<file path="src/rtl/stream_decimator_pkg.sv">
// Stream decimator shared definitions.
// Register map and field layout shared with the FIR control block.
package stream_decimator_pkg;

    localparam int ADDR_W = 12;

    localparam logic [ADDR_W-1:0] CTRL_OFS   = 12'h000;
    localparam logic [ADDR_W-1:0] STATUS_OFS = 12'h004;

    localparam int CTRL_EN_BIT    = 0;
    localparam int CTRL_R_LSB     = 16;
    localparam int CTRL_R_MSB     = 31;
    localparam int STATUS_OVF_BIT = 0;
    localparam int STATUS_PH_LSB  = 16;
    localparam int STATUS_PH_MSB  = 31;

    localparam logic [31:0] CTRL_RESET = 32'h0001_0000;

    typedef struct packed {
        logic [15:0] ratio;
        logic        enable;
    } ctrl_t;

    // A zero ratio or a disabled block both mean "forward everything".
    function automatic logic [15:0] eff_ratio(input ctrl_t c);
        if (!c.enable || c.ratio == 16'd0) begin
            return 16'd1;
        end
        return c.ratio;
    endfunction

endpackage

</file>
<file path="src/rtl/stream_decimator_if.sv">
// Valid/ready sample stream used on both sides of the decimator.
// Master drives data and valid, slave drives ready.
interface stream_decimator_if #(
    parameter int DW = 16
);
    logic [DW-1:0] tdata;
    logic          tvalid;
    logic          tready;

    modport master (
        output tdata,
        output tvalid,
        input  tready
    );

    modport slave (
        input  tdata,
        input  tvalid,
        output tready
    );
endinterface

</file>
<file path="src/rtl/stream_fifo_sync.sv">
// Small synchronous FIFO for decimated samples.
// A push into a full FIFO succeeds only when a pop frees a slot that cycle.
module stream_fifo_sync #(
    parameter int DW    = 16,
    parameter int DEPTH = 2
) (
    input  logic          clk,
    input  logic          reset_n,
    input  logic          push,
    input  logic          pop,
    input  logic [DW-1:0] wdata,
    output logic [DW-1:0] rdata,
    output logic          full,
    output logic          empty
);

    localparam int AW = $clog2(DEPTH);
    localparam logic [AW:0] PTR_ONE = {{AW{1'b0}}, 1'b1};

    logic [DW-1:0] mem [DEPTH];
    logic [AW:0]   wptr;
    logic [AW:0]   rptr;
    logic          do_push;
    logic          do_pop;

    assign empty = (wptr == rptr);
    assign full  = (wptr[AW] != rptr[AW]) &&
                   (wptr[AW-1:0] == rptr[AW-1:0]);

    assign do_pop  = pop && !empty;
    assign do_push = push && (!full || do_pop);

    // Head reads as zero when empty so no stale sample is ever exposed.
    assign rdata = empty ? '0 : mem[rptr[AW-1:0]];

    always_ff @(posedge clk or negedge reset_n) begin
        if (!reset_n) begin
            wptr <= '0;
            rptr <= '0;
        end else begin
            if (do_push) begin
                wptr <= wptr + PTR_ONE;
            end
            if (do_pop) begin
                rptr <= rptr + PTR_ONE;
            end
        end
    end

    always_ff @(posedge clk) begin
        if (do_push) begin
            mem[wptr[AW-1:0]] <= wdata;
        end
    end

endmodule

</file>
<file path="src/rtl/stream_decimator.sv">
// Keeps one sample in every R from the FIR output stream.
// AHB-Lite control: CTRL (enable, ratio) and STATUS (overflow, phase).
module stream_decimator
    import stream_decimator_pkg::*;
#(
    parameter int DW         = 16,
    parameter int FIFO_DEPTH = 2
) (
    input  logic        clk,
    input  logic        reset_n,
    input  logic        ce,
    stream_decimator_if.slave  s,
    stream_decimator_if.master m,
    input  logic [31:0] haddr,
    input  logic [1:0]  htrans,
    input  logic        hwrite,
    input  logic [31:0] hwdata,
    input  logic        hsel,
    output logic [31:0] hrdata,
    output logic        hreadyout,
    output logic        hresp
);

    ctrl_t             ctrl_q;
    logic              ovf_q;
    logic [15:0]       phase_q;
    logic              wr_pend_q;
    logic [ADDR_W-1:0] wr_addr_q;

    logic              addr_ph;
    logic              ctrl_wr;
    logic              ovf_w1c;
    logic              accept;
    logic              keep;
    logic              pop;
    logic              full;
    logic              empty;
    logic [15:0]       ratio;
    logic [31:0]       rd_val;
    logic              unused_bits;

    assign hreadyout = 1'b1;
    assign hresp     = 1'b0;

    assign unused_bits = ^{haddr[31:ADDR_W], htrans[0],
                           hwdata[CTRL_R_LSB-1:1]};

    assign addr_ph = hsel && htrans[1];
    assign ctrl_wr = wr_pend_q && (wr_addr_q == CTRL_OFS);
    assign ovf_w1c = wr_pend_q && (wr_addr_q == STATUS_OFS) &&
                     hwdata[STATUS_OVF_BIT];

    always_ff @(posedge clk or negedge reset_n) begin
        if (!reset_n) begin
            wr_pend_q <= 1'b0;
            wr_addr_q <= '0;
        end else begin
            wr_pend_q <= addr_ph && hwrite;
            wr_addr_q <= haddr[ADDR_W-1:0];
        end
    end

    always_ff @(posedge clk or negedge reset_n) begin
        if (!reset_n) begin
            ctrl_q.ratio  <= CTRL_RESET[CTRL_R_MSB:CTRL_R_LSB];
            ctrl_q.enable <= CTRL_RESET[CTRL_EN_BIT];
        end else if (ctrl_wr) begin
            ctrl_q.ratio  <= hwdata[CTRL_R_MSB:CTRL_R_LSB];
            ctrl_q.enable <= hwdata[CTRL_EN_BIT];
        end
    end

    always_comb begin
        rd_val = '0;
        unique case (1'b1)
            (haddr[ADDR_W-1:0] == CTRL_OFS): begin
                rd_val[CTRL_R_MSB:CTRL_R_LSB] = ctrl_q.ratio;
                rd_val[CTRL_EN_BIT]           = ctrl_q.enable;
            end
            (haddr[ADDR_W-1:0] == STATUS_OFS): begin
                rd_val[STATUS_PH_MSB:STATUS_PH_LSB] = phase_q;
                rd_val[STATUS_OVF_BIT]              = ovf_q;
            end
            default: rd_val = '0;
        endcase
    end

    always_ff @(posedge clk or negedge reset_n) begin
        if (!reset_n) begin
            hrdata <= '0;
        end else if (addr_ph && !hwrite) begin
            hrdata <= rd_val;
        end else begin
            hrdata <= '0;
        end
    end

    assign s.tready = ce && reset_n;
    assign accept   = s.tvalid && s.tready;
    assign ratio    = eff_ratio(ctrl_q);
    assign keep     = accept && (phase_q == 16'd0);
    assign pop      = ce && m.tvalid && m.tready;

    // A ratio lowered below the running phase wraps on the next sample.
    always_ff @(posedge clk or negedge reset_n) begin
        if (!reset_n) begin
            phase_q <= '0;
        end else if (ctrl_wr) begin
            phase_q <= '0;
        end else if (accept) begin
            if (phase_q >= ratio - 16'd1) begin
                phase_q <= '0;
            end else begin
                phase_q <= phase_q + 16'd1;
            end
        end
    end

    // A new overflow wins over a coincident clear.
    always_ff @(posedge clk or negedge reset_n) begin
        if (!reset_n) begin
            ovf_q <= 1'b0;
        end else if (keep && full && !pop) begin
            ovf_q <= 1'b1;
        end else if (ovf_w1c) begin
            ovf_q <= 1'b0;
        end
    end

    stream_fifo_sync #(
        .DW    (DW),
        .DEPTH (FIFO_DEPTH)
    ) u_fifo (
        .clk     (clk),
        .reset_n (reset_n),
        .push    (keep),
        .pop     (pop),
        .wdata   (s.tdata),
        .rdata   (m.tdata),
        .full    (full),
        .empty   (empty)
    );

    assign m.tvalid = !empty;

endmodule

</file>
<file path="src/flat_wrapper.sv">
// flat-port wrapper written by rule: the top's interface ports become plain ports
module stream_decimator_flat import stream_decimator_pkg::*;
#(
    parameter int DW         = 16,
    parameter int FIFO_DEPTH = 2
)
  (clk, reset_n, ce, haddr, htrans, hwrite, hwdata, hsel, hrdata, hreadyout, hresp, s_tdata, s_tvalid, s_tready, m_tdata, m_tvalid, m_tready);
  stream_decimator_if #(.DW(DW)) s_i ();
  stream_decimator_if #(.DW(DW)) m_i ();
  input  logic clk;
  input  logic reset_n;
  input  logic ce;
  input  logic [31:0] haddr;
  input  logic [1:0] htrans;
  input  logic hwrite;
  input  logic [31:0] hwdata;
  input  logic hsel;
  output logic [31:0] hrdata;
  output logic hreadyout;
  output logic hresp;
  input wire logic [$bits(s_i.tdata)-1:0] s_tdata;
  input wire logic [$bits(s_i.tvalid)-1:0] s_tvalid;
  output wire logic [$bits(s_i.tready)-1:0] s_tready;
  output wire logic [$bits(m_i.tdata)-1:0] m_tdata;
  output wire logic [$bits(m_i.tvalid)-1:0] m_tvalid;
  input wire logic [$bits(m_i.tready)-1:0] m_tready;
  assign s_i.tdata = s_tdata;
  assign s_i.tvalid = s_tvalid;
  assign s_tready = s_i.tready;
  assign m_tdata = m_i.tdata;
  assign m_tvalid = m_i.tvalid;
  assign m_i.tready = m_tready;
  stream_decimator #(.DW(DW), .FIFO_DEPTH(FIFO_DEPTH)) u_core (.clk(clk), .reset_n(reset_n), .ce(ce), .s(s_i), .m(m_i), .haddr(haddr), .htrans(htrans), .hwrite(hwrite), .hwdata(hwdata), .hsel(hsel), .hrdata(hrdata), .hreadyout(hreadyout), .hresp(hresp));
endmodule
</file>
<file path="config.mk">
export PLATFORM = sky130hd
export DESIGN_NAME = stream_decimator_flat
export DESIGN_NICKNAME = d
export VERILOG_FILES = /design/src/rtl/stream_decimator_pkg.sv /design/src/rtl/stream_decimator_if.sv /design/src/rtl/stream_fifo_sync.sv /design/src/rtl/stream_decimator.sv /design/src/flat_wrapper.sv
export SDC_FILE = /design/constraint.sdc
export NUM_CORES = 1
export LEC_CHECK = 0
export ABC_AREA = 1
export BUFFER_PORTS_ARGS = -buffer_cell sky130_fd_sc_hd__clkbuf_2
export CORE_MARGIN = 4
export CORE_UTILIZATION = 30
export DETAILED_ROUTE_END_ITERATION = 10
export REMOVE_ABC_BUFFERS = 1
export SLEW_MARGIN = 20
export SYNTH_ARGS = -nofsm -noshare
export SYNTH_HDL_FRONTEND = slang
export SYNTH_SLANG_ARGS = --single-unit
</file>
<file path="constraint.sdc">
create_clock -name clk -period 2.8 [get_ports clk]
set_input_delay 0.56 -clock clk [delete_from_list [all_inputs] [get_ports clk]]
set_output_delay 0.56 -clock clk [all_outputs]
set_load 0.02 [all_outputs]
</file>
==> impl_metrics.csv <==
group,metric,value,unit
timing,fin_crit_sh,1.03,
timing,fmax,0.348,GHz
clock_network,clk_latency,350,ps
floorplanning,fp.dieW,142,um
worst_setup_path,crit_type,"flop to flop",
routing,ant_nets,0,
global_routing,antenna_found_initial,0,
clock_network,cts_tree,"yes",
worst_setup_path,r2r_end,"u_core.phase_q[11]",
worst_setup_path,rrSetupSlack,-70,ps
timing,fin_ws,-70.2,ps
placed_design,dp.cells,923,
synthesis,muxShareOfSynthArea,0.0356,
pwr,power_leakage,0.00313,uW
synthesis,syn-instance-count,583,
timing,worst_pin_slew,771,ps
timing,setup_viol,10,
worst_setup_path,critical_path.top_delay_family,"simple AND/OR/NAND/NOR gates",
synthesis,synth_cell_types,45,
synthesis,ys_top_cells_by_area,"dfrtp_1 31%, edfxtp_1 18%, nand2_1 7.8%",
pwr,power_frac_seq,0.392,
worst_setup_path,critPathLaunch,"u_core.ctrl_q[1]",
pwr,clkPwrFrac,0.289,
synthesis,synth_compound_area_frac,0.0811,
floorplanning,die_y,142,um
synthesis,syn_area_per_cell,9.21,sq um
synthesis,ys.flop_type,"dfrtp_1",
final_layout,drive_gt1_frac,0.318,
placed_design,gp_congestion,0.854,
global_routing,gr-usage-met2,0.204,
synthesis,async_reset_ff_frac,0.680,
synthesis,synth_top_area_cell,"dfrtp_1",
floorplanning,coreArea,0.0174,sq mm
clock_network,cts_sinks,100,
synthesis,yosysWarnings,0,
run_status,violations,"setup timing",
worst_setup_path,end_kind,"flop",
clock_network,cts_buffers,9,
synthesis,synthAdderAreaFrac,0.0443,
routing,firstDrtPassIters,4,
timing,finClkSkew,7.66,ps
floorplanning,core.rowCount,48,
synthesis,synth_top_area_frac,0.312,
final_layout,diodes,0,
global_routing,grt_usage,0.129,
placed_design,portBuffers,87,
worst_hold_path,hold_class,"input port to asynchronous set/reset pin",
clock_network,root_buffer,"clkbuf_16",
worst_setup_path,critPathLaunchType,"flop",
synthesis,ys_seq_area_frac,0.496,
timing,slew_headroom,0.484,
worst_setup_path,slowest_delay,560,ps
worst_setup_path,rr_worst_depth,20,
pwr,internal-power,2730,uW
worst_setup_path,worstPathCellList,"nor2_4 > nand2_2 > nor2_4 > nand2_4 > nand2_8 > buf_12 > nor2_4 > nand3_4 > nor2_4 > nand2_2 > o21ai_4 > ha_4 > nand2_2 > a21oi_2 > nor3b_2 > nand2_1 > nor2_4 > buf_6 > nand3b_1 > a21oi_2",
global_routing,grtUsageMet3,0.0347,
worst_setup_path,crit_cells,20,
synthesis,synth_edf_count,32,
final_layout,nFillCells,1753,
routing,vias,4191,
routing,wirelength,12600,um
worst_setup_path,crit_fanout,3,
worst_setup_path,arrival,3150,ps
synthesis,synthSimpleGateAreaFrac,0.214,
synthesis,synth_area,0.00537,sq mm
final_layout,instances_no_fill,943,
global_routing,grt-ovfl-total,0,
global_routing,grt_pass1_vias,4133,
timing,fin_setup_tns,-475,ps
pwr,p_sw,1610,uW
job,drv_cap,0,
final_layout,syn_to_final_growth,26.9,%
clock_network,htree_levels,3,
routing,vias_per_cell,4.44,
run_status,status,"finished, violations left",
global_routing,grt-busiest-layer,"met2",
routing,drt-initial-drc-count,160,
timing,min_period,2870,ps
synthesis,synth_top_family_by_area,"simple AND/OR/NAND/NOR gates",
global_routing,grt_max_degree,40,
placed_design,hpwlAfterDp,9570,um
pwr,switching_share,0.371,
synthesis,synth_xor_area_frac,0.0326,
floorplanning,initial_core_util,0.308,
global_routing,gr-usage-met1,0.174,
clock_network,path_clk_slew,80,ps
synthesis,ys_ff_latch,100,
pwr,power_frac_comb,0.319,
floorplanning,die_area,0.0201,sq mm
global_routing,grt_pass1_wl,20500,um
worst_setup_path,critPathRequiredTime,3080,ps
worst_setup_path,crit_end,"u_core.phase_q[11]",
floorplanning,io_pins,141,
worst_setup_path,slowest_stage,"dfstp_2",
routing,wl_per_cell,13.3,um
routing,drc,0,
worst_setup_path,cp.buffers_inverters,2,
worst_setup_path,r2r_start,"u_core.ctrl_q[1]",
final_layout,nNetsFinal,821,
timing,slew_violations,0,
pwr,power.density,638,mW/mm^2
clock_network,cts.path.max_buffers,2,
timing,finalHoldViolCount,0,
worst_setup_path,worst_path_most_repeated_cell,"nor2_4",
timing,rsz0062_at_grt,"yes",
pwr,max-vdd-ir-drop,506,uV
-- cell usage after synthesis (9+ instances only) --
master / instances
nor2_2: 9
nand3_1: 18
o22ai_1: 17
edfxtp_1: 32
buf_4: 17
o21ai_0: 10
ha_1: 19
a21oi_1: 25
mux2_2: 17
xor2_1: 16
nor2_1: 68
dfrtp_1: 67
inv_1: 74
nand2_1: 112
nand4_1: 14
-- power groups by stage --
| stage | registers [uW] | logic (uW) | clock network [uW] |
|---|---|---|---|
| detailed placement | 1730 | 1360 | 0 |
| global placement | 1730 | 1340 | 0 |
| floorplan | 1740 | 836 | 0 |
| finish | 1700 | 1390 | 1260 |
| global route | 1720 | 1540 | 1370 |
| CTS | 1700 | 1370 | 1300 |
-- sequential cells by signal, summed over array words and instances, names as in the netlist --
name and flops:
u_core.hrdata 17, u_core.u_fifo.mem 32, u_core.wr_addr_q 12, u_core.u_fifo.wptr 2, u_core.ovf_q 1, u_core.wr_pend_q 1
u_core.phase_q 16, u_core.ctrl_q 17, u_core.u_fifo.rptr 2
-- timing repair --
action | 4_1_cts | 5_1_grt
buffers inserted | 2 | 3
resized for setup | 20 | 29
hold buffers | 0 | 0
cloned | 0 | 0
setup endpoints to repair | 16 | 16
pin swaps | 19 | 31
-- worst min path at each step --
stage / to / start / depth (start not counted)
final: u_core.phase_q[6] / reset_n / 2
after global routing: u_core.phase_q[6] / reset_n / 2
after CTS: u_core.phase_q[3] / reset_n / 2
after detailed placement: u_core.u_fifo.rptr[1] / u_core.u_fifo.rptr[1] / 1
after global placement: u_core.u_fifo.rptr[1] / u_core.u_fifo.rptr[1] / 1
after floorplan: u_core.ctrl_q[0] / reset_n / 0
-- layout by cell type (no fill, tap or decap), types with 9 or more instances in the layout --
cell type	Yosys	final
xor2_1	16	16
clkbuf_2	0	86
nand2_2	2	10
edfxtp_1	32	32
clkbuf_16	0	9
o22ai_1	17	17
nand3_1	18	17
nor2_1	68	64
nor2_4	3	9
ha_1	19	14
nand4_1	14	14
buf_4	17	41
dfrtp_1	67	67
mux2_2	17	17
conb_1	2	17
inv_1	74	72
nand2_1	112	102
a21oi_1	25	22
-- cell families (layout without fill, tap and decap cells) --
| group | Yosys count | in the layout |
|---|---|---|
| buf+inv | 108 | 228 |
| flops | 100 | 100 |
| other cells | 2 | 17 |
| fa+ha+maj | 19 | 19 |
| mux | 17 | 17 |
| xor+xnor | 20 | 20 |
| simple gates | 245 | 245 |
| compound gates | 72 | 72 |
-- per-stage QoR --
step	utilization	hold WS, ps	area (sq um)	setup slack [ps]	power [uW]
4_1_cts	0.382	293	6650	-120	4370
6_report	0.391	266	6820	-70.2	4350
3_3_place_gp	0.359	481	6250	-212	3070
2_1_floorplan	-	264	5220	-83.9	2570
3_5_place_dp	0.359	487	6250	-223	3090
5_1_grt	0.391	305	6820	-246	4620
-- metal layers --
layer,vias to the layer above,wire [um]
li1,2141,-
met1,1904,5780
met2,131,5780
met3,15,795
met4,0,225
met5,-,0
-- cell type report --
cell class / instances / area (sq um) / share of cell area
sequential: 100 / 2660 / 0.391
multi-input combinational: 390 / 2440 / 0.358
timing repair buffer: 133 / 817 / 0.120
inverter: 79 / 302 / 0.0442
tap: 225 / 282 / 0.0413
clock buffer: 9 / 225 / 0.0330
clock inverter: 7 / 83.8 / 0.0123
Power figures use the tool's default switching activity.
